--- src/rtl/min_scan.sv ---
// Sequential minimum-reduction engine: folds a candidate stream through an external min-select comparator.
// Optional winner-index output enabled by defining MIN_SCAN_IDX_EN.
module min_scan #(
    parameter int N_CNT_W = 8
) (
    input  logic               m_clock,
    input  logic               p_reset,
    input  logic               abort,
    input  logic               in_valid,
    output logic               in_ready,
    input  logic [7:0]         in_ene,
    input  logic [7:0]         in_dir,
    input  logic               in_last,
    output logic [7:0]         sel_ene1,
    output logic [7:0]         sel_ene2,
    output logic [7:0]         sel_dir1,
    output logic [7:0]         sel_dir2,
    output logic               sel_exe,
    input  logic [7:0]         sel_outene,
    input  logic [7:0]         sel_outplot,
    output logic               res_valid,
    input  logic               res_ready,
    output logic [7:0]         res_ene,
    output logic [7:0]         res_dir,
    output logic [N_CNT_W-1:0] res_cnt
`ifdef MIN_SCAN_IDX_EN
    ,
    output logic [N_CNT_W-1:0] res_idx
`endif
);

    typedef enum logic [1:0] {
        IDLE = 2'd0,
        ACC  = 2'd1,
        DONE = 2'd2
    } state_t;

    localparam logic [N_CNT_W-1:0] CNT_MAX = {N_CNT_W{1'b1}};

    state_t             state_reg, state_next;
    logic [7:0]         acc_ene_reg, acc_ene_next;
    logic [7:0]         acc_dir_reg, acc_dir_next;
    logic [N_CNT_W-1:0] cnt_reg, cnt_next;
    logic               accept;
`ifdef MIN_SCAN_IDX_EN
    logic [N_CNT_W-1:0] idx_reg, idx_next;
`endif

    always_ff @(posedge m_clock or negedge p_reset) begin
        if (!p_reset) begin
            state_reg   <= IDLE;
            acc_ene_reg <= 8'hFF;
            acc_dir_reg <= 8'h00;
            cnt_reg     <= '0;
`ifdef MIN_SCAN_IDX_EN
            idx_reg     <= '0;
`endif
        end else begin
            state_reg   <= state_next;
            acc_ene_reg <= acc_ene_next;
            acc_dir_reg <= acc_dir_next;
            cnt_reg     <= cnt_next;
`ifdef MIN_SCAN_IDX_EN
            idx_reg     <= idx_next;
`endif
        end
    end

    assign in_ready = (state_reg != DONE);
    assign accept   = in_valid & in_ready;

    always_comb begin
        state_next   = state_reg;
        acc_ene_next = acc_ene_reg;
        acc_dir_next = acc_dir_reg;
        cnt_next     = cnt_reg;
`ifdef MIN_SCAN_IDX_EN
        idx_next     = idx_reg;
`endif
        sel_ene1     = 8'h00;
        sel_ene2     = 8'h00;
        sel_dir1     = 8'h00;
        sel_dir2     = 8'h00;
        sel_exe      = 1'b0;

        case (state_reg)
            IDLE: begin
                // First candidate seeds the accumulator without a comparison.
                if (accept) begin
                    acc_ene_next = in_ene;
                    acc_dir_next = in_dir;
                    cnt_next     = {{(N_CNT_W-1){1'b0}}, 1'b1};
`ifdef MIN_SCAN_IDX_EN
                    idx_next     = '0;
`endif
                    state_next   = in_last ? DONE : ACC;
                end
            end
            ACC: begin
                sel_exe = in_valid;
                if (in_valid) begin
                    sel_ene1 = in_ene;
                    sel_dir1 = in_dir;
                    sel_ene2 = acc_ene_reg;
                    sel_dir2 = acc_dir_reg;
                end
                if (accept) begin
                    acc_ene_next = sel_outene;
                    acc_dir_next = sel_outplot;
                    if (cnt_reg != CNT_MAX)
                        cnt_next = cnt_reg + 1'b1;
`ifdef MIN_SCAN_IDX_EN
                    // Comparator keeps the accumulator on ties, so a changed energy means a new winner.
                    if (sel_outene != acc_ene_reg)
                        idx_next = cnt_reg;
`endif
                    if (in_last)
                        state_next = DONE;
                end
            end
            DONE: begin
                if (res_ready)
                    state_next = IDLE;
            end
            default: state_next = IDLE;
        endcase

        if (abort) begin
            state_next   = IDLE;
            acc_ene_next = 8'hFF;
            acc_dir_next = 8'h00;
            cnt_next     = '0;
`ifdef MIN_SCAN_IDX_EN
            idx_next     = '0;
`endif
        end
    end

    assign res_valid = (state_reg == DONE);
    assign res_ene   = acc_ene_reg;
    assign res_dir   = acc_dir_reg;
    assign res_cnt   = cnt_reg;
`ifdef MIN_SCAN_IDX_EN
    assign res_idx   = idx_reg;
`endif

endmodule

--- config.mk ---
export PLATFORM = sky130hd
export DESIGN_NAME = min_scan
export DESIGN_NICKNAME = d
export VERILOG_FILES = /design/src/rtl/min_scan.sv
export SDC_FILE = /design/constraint.sdc
export NUM_CORES = 1
export LEC_CHECK = 0
export ABC_AREA = 1
export CORE_ASPECT_RATIO = 0.8
export CORE_MARGIN = 2
export CORE_UTILIZATION = 62
export DETAILED_ROUTE_END_ITERATION = 6
export DONT_BUFFER_PORTS = 1
export HOLD_SLACK_MARGIN = 0.02
export PLACE_DENSITY = 0.79
export SLEW_MARGIN = 40
export SYNTH_ARGS = -nofsm -noshare
export SYNTH_HDL_FRONTEND = slang
export SYNTH_SLANG_ARGS = --single-unit
--- constraint.sdc ---
create_clock -name m_clock -period 1.95 [get_ports m_clock]
set_clock_uncertainty 0.15 [all_clocks]
set_input_delay 0 -clock m_clock [delete_from_list [all_inputs] [get_ports m_clock]]
set_output_delay 0 -clock m_clock [all_outputs]
set_load 0.03 [all_outputs]
==> impl_metrics.yaml, run 1 <==
logic_synthesis:
  synth_cell_types: 24
  syn_avg_cell_area_um2: 6.73
  synthTopCellsByCount: "nand2_1 (64), nor2_1 (41), inv_1 (33)"
  yosysTopAreaCell: "dfrtp_1"
  syn_area_um2: 1650
  synth-edff-count: 0
  yosysTopAreaCellShare_pct: 27.3
  synth_ff_type: "dfrtp_1"
  yosysWarnings: 0
  synth_cells: 245
  async_flop_share_pct: 100
  synth_seq_cells: 26
  post-synth-top-count-cell: "nand2_1"
  synth_area_leaders: "dfrtp_1 (27%), nand2_1 (15%), dfstp_2 (13%)"
  yosysSeqAreaShare_pct: 40.1
  syn-num-nets: 284
run_status:
  tool.error: "[ERROR DPL-0033] detailed placement checks failed during check placement."
  stop_stage: "clock tree synthesis"
  status: "stopped before the end"
clock_network:
  clock_path_buffers: 2
  cts.htree.levels: 1
  clock_sinks: 26
  cts_made_buffers: 3
  post_cts_buffers: 0
  cts_resized: 0
  hold_buffers: 41
  cts_root_buffer: "clkbuf_4"
placed_design:
  place.port_buffers: 0
  gp_congestion: 0.922
  dpl_worst_slack_ns: 0.331
  dp.cells: 314
  hpwl_um: 3500
floorplanning:
  die_w_um: 61.7
  chipHeight_um: 50.1
  core.rowCount: 16
  initial_core_util_pct: 66.4
  pin_count: 97
## per-stage QoR
step | cell area (µm²) | hold slack [ns]
detailed placement | 1960 | -0.445
global placement | 1960 | -0.444
floorplan | 1650 | -0.446
## cells by family after synthesis
| family | share of synthesized area, % |
|---|---|
| adders and majority gates | 0.759 |
| and+or+nand+nor | 35.8 |
| DFF | 40.1 |
| buffers and inverters | 11.2 |
| xor gates and xnor gates | 1.06 |
| AOI/OAI and AO/OA | 11.1 |
==> run 2: changes to the inputs <==
--- a/config.mk
+++ b/config.mk
@@ -6,13 +6,11 @@
 export NUM_CORES = 1
 export LEC_CHECK = 0
 export ABC_AREA = 1
-export CORE_ASPECT_RATIO = 0.8
 export CORE_MARGIN = 2
-export CORE_UTILIZATION = 62
+export CORE_UTILIZATION = 40
 export DETAILED_ROUTE_END_ITERATION = 6
 export DONT_BUFFER_PORTS = 1
-export HOLD_SLACK_MARGIN = 0.02
-export PLACE_DENSITY = 0.79
+export PLACE_DENSITY_LB_ADDON = 0.15
 export SLEW_MARGIN = 40
 export SYNTH_ARGS = -nofsm -noshare
 export SYNTH_HDL_FRONTEND = slang
==> run 2 against run 1 <==
Synthesized cell count unchanged; the flow now finishes without violations; synthesized area did not move.
==> impl_metrics.yaml, run 2 <==
logic_synthesis:
  syn_avg_cell_area_um2: 6.73
  synth_fa_ha_area_share_pct: 0.759
  synth_compound_area_share_pct: 11.1
  yosysTopAreaCell: "dfrtp_1"
  synthMuxAreaShare_pct: 0
  synth_cell_types: 24
  yosysTopAreaCellShare_pct: 27.3
  synth_area_leaders: "dfrtp_1 (27%), nand2_1 (15%), dfstp_2 (13%)"
  synth_top_family_by_area: "simple AND/OR/NAND/NOR gates"
  syn_area_um2: 1650
  synth-edff-count: 0
  synthTopCellsByCount: "nand2_1 (64), nor2_1 (41), inv_1 (33)"
  post-synth-top-count-cell: "nand2_1"
  yosysWarnings: 0
  yosys.area_share.simple_pct: 35.8
  yosysSeqAreaShare_pct: 40.1
  synth_xor_area_share_pct: 1.06
  synth_cells: 245
  synth_seq_cells: 26
  syn-num-nets: 284
  synth_ff_type: "dfrtp_1"
  async_flop_share_pct: 100
setup_path:
  path_max_fanout: 9
  cp_cell_sequence: "inv_2, nand2_2, nor2_4, inv_2, o21ai_0, dlygate4sd3_1"
  critPathArrivalTime_ns: 1.86
  crit_family: "buffers and inverters"
  cp_num_buf_inv: 3
  crit_slowest_cell: "dlygate4sd3_1"
  critPathKind: "reg -> reg"
  max_stage_delay_ns: 0.58
  path_common_cell: "inv_2"
  cp-end-kind: "flip-flop"
  critPathLaunchType: "flip-flop"
  required_ns: 2.01
clock_network:
  cts_root_buffer: "clkbuf_8"
  cts.htree.levels: 1
  clock_sinks: 26
  cts_tree: "yes"
  clk_latency_ns: 0.27
  clk_pin_slew_ns: 0.10
  clock_path_buffers: 2
  cts_made_buffers: 3
timing:
  grt_setup_unrepaired: "no"
  setup_viol: 0
  layout_min_cycle_time_ns: 1.80
  fin_tns_setup_ns: 0
  finalCritPeriodShare_pct: 92.4
  drv_slew: 0
  fmax_ghz: 0.555
  worstMarginPinSlew_ns: 0.407
  relSlewSlack_pct: 72.8
  hold_viol: 0
run:
  cap_violations: 0
global_route:
  grt_pass1_wl_um: 7760
  grt_overflow: 0
  grt_usage_pct: 22.0
  grt_pass1_vias: 1780
  antenna_found_initial: 0
  met3_usage_pct: 3.95
  met2_usage_pct: 44.2
  use_met1_pct: 23.1
  grt_max_degree: 27
  grt-busiest-layer: "met2"
cells_and_area:
  final_common_cell: "nand2_1"
  nFillCells: 359
  multi_input_area_um2: 808
  layout_common_cells: "nand2_1 (64), buf_4 (44), nor2_1 (41)"
  antenna_cells: 0
  ff_latch_area_um2: 661
  drive_gt1_share_pct: 21.8
  fin_nets: 365
  syn2layout_area_growth_pct: 49.9
placed_design:
  hpwl_um: 3300
  gp_congestion: 0.759
  place.port_buffers: 0
routing:
  viasPerCell: 4.80
  first_pass_iters: 4
  via_count: 1801
  wl_per_cell_um: 13.4
  routed_wl_um: 5010
  drc: 0
  drtIter0Drc: 87
  ant_nets: 0
pwr:
  power_density_nw_per_um2: 532
  peakVddDrop_v: 0.000255
  finalPower_uw: 1310
  power.leakage_uw: 0.00126
floorplanning:
  chipHeight_um: 68.2
  dieArea_um2: 4650
  core.rowCount: 23
  design.core.area_um2: 3970
  initial_core_util_pct: 41.5
  die_w_um: 68.2
  pin_count: 97
min_path:
  hp-class: "in -> async"
run_status:
  status: "finished clean"
-- run 2: cell counts after synthesis --
No cell type changed its count.
-- run 2: kinds of logic after synthesis --
group	count (synthesis)
xor gates and xnor gates	2
DFF	26
buffers and inverters	46
AOI/OAI and AO/OA	36
adders and majority gates	1
and+or+nand+nor	134
-- run 2: final timing paths --
kind                                     startpoint                        to  slack (ns)  depth (start not counted)
min in group m_clock                          abort    res_cnt[3]$_DFFE_PN0P_        0.04                          6
max in group asynchronous                   p_reset    res_ene[6]$_DFFE_PN1P_        1.39                          2
hold reg to reg              res_cnt[1]$_DFFE_PN0P_    res_cnt[1]$_DFFE_PN0P_        0.40                          2
setup / recovery           state_reg[1]$_DFFE_PN0P_  state_reg[0]$_DFFE_PN0P_        0.15                          6
setup reg to reg           state_reg[1]$_DFFE_PN0P_  state_reg[0]$_DFFE_PN0P_        0.15                          6
hold / removal                              p_reset    res_cnt[0]$_DFFE_PN0P_        0.02                          2
-- run 2: layout make-up --
| type | count | area share [%] |
|---|---|---|
| Multi-Input combinational cell | 173 | 32.7 |
| Timing Repair Buffer | 84 | 30.0 |
| Sequential cell | 26 | 26.7 |
| Inverter | 38 | 5.87 |
| Tap cell | 50 | 2.53 |
| Clock buffer | 4 | 2.23 |
-- run 2: metal layers --
metal | vias to the layer above | share of wire, %
met5 | - | 0
met3 | 2 | 5.8
met1 | 823 | 39
met4 | 0 | 0.34
li1 | 915 | -
met2 | 61 | 54
-- run 2: power by group --
part           internal (µW)  switching [µW]
combinational            127             172
sequential               580            79.2
clock                    181             175
total                    888             426
-- run 2: timing repair --
item | in CTS | in global routing
hold buffers | 40 | 0
setup buffers | 0 | 1
resized for setup | 0 | 1
endpoints found under the setup margin | 0 | 1
endpoints found under the hold margin | 52 | 0
-- run 2: metrics by stage --
stage	setup WS [ns]	std cells	hold WS (ns)	area, µm²	utilization (%)
2_1_floorplan	0.188	245	-0.446	1650	-
3_3_place_gp	0.357	330	-0.445	1990	50.2
3_5_place_dp	0.362	330	-0.445	1990	50.2
4_1_cts	0.0883	374	0.00826	2460	61.9
5_1_grt	0.0735	375	0.0382	2470	62.3
6_report	0.149	375	0.0197	2470	62.3
Power figures use the tool's default switching activity.
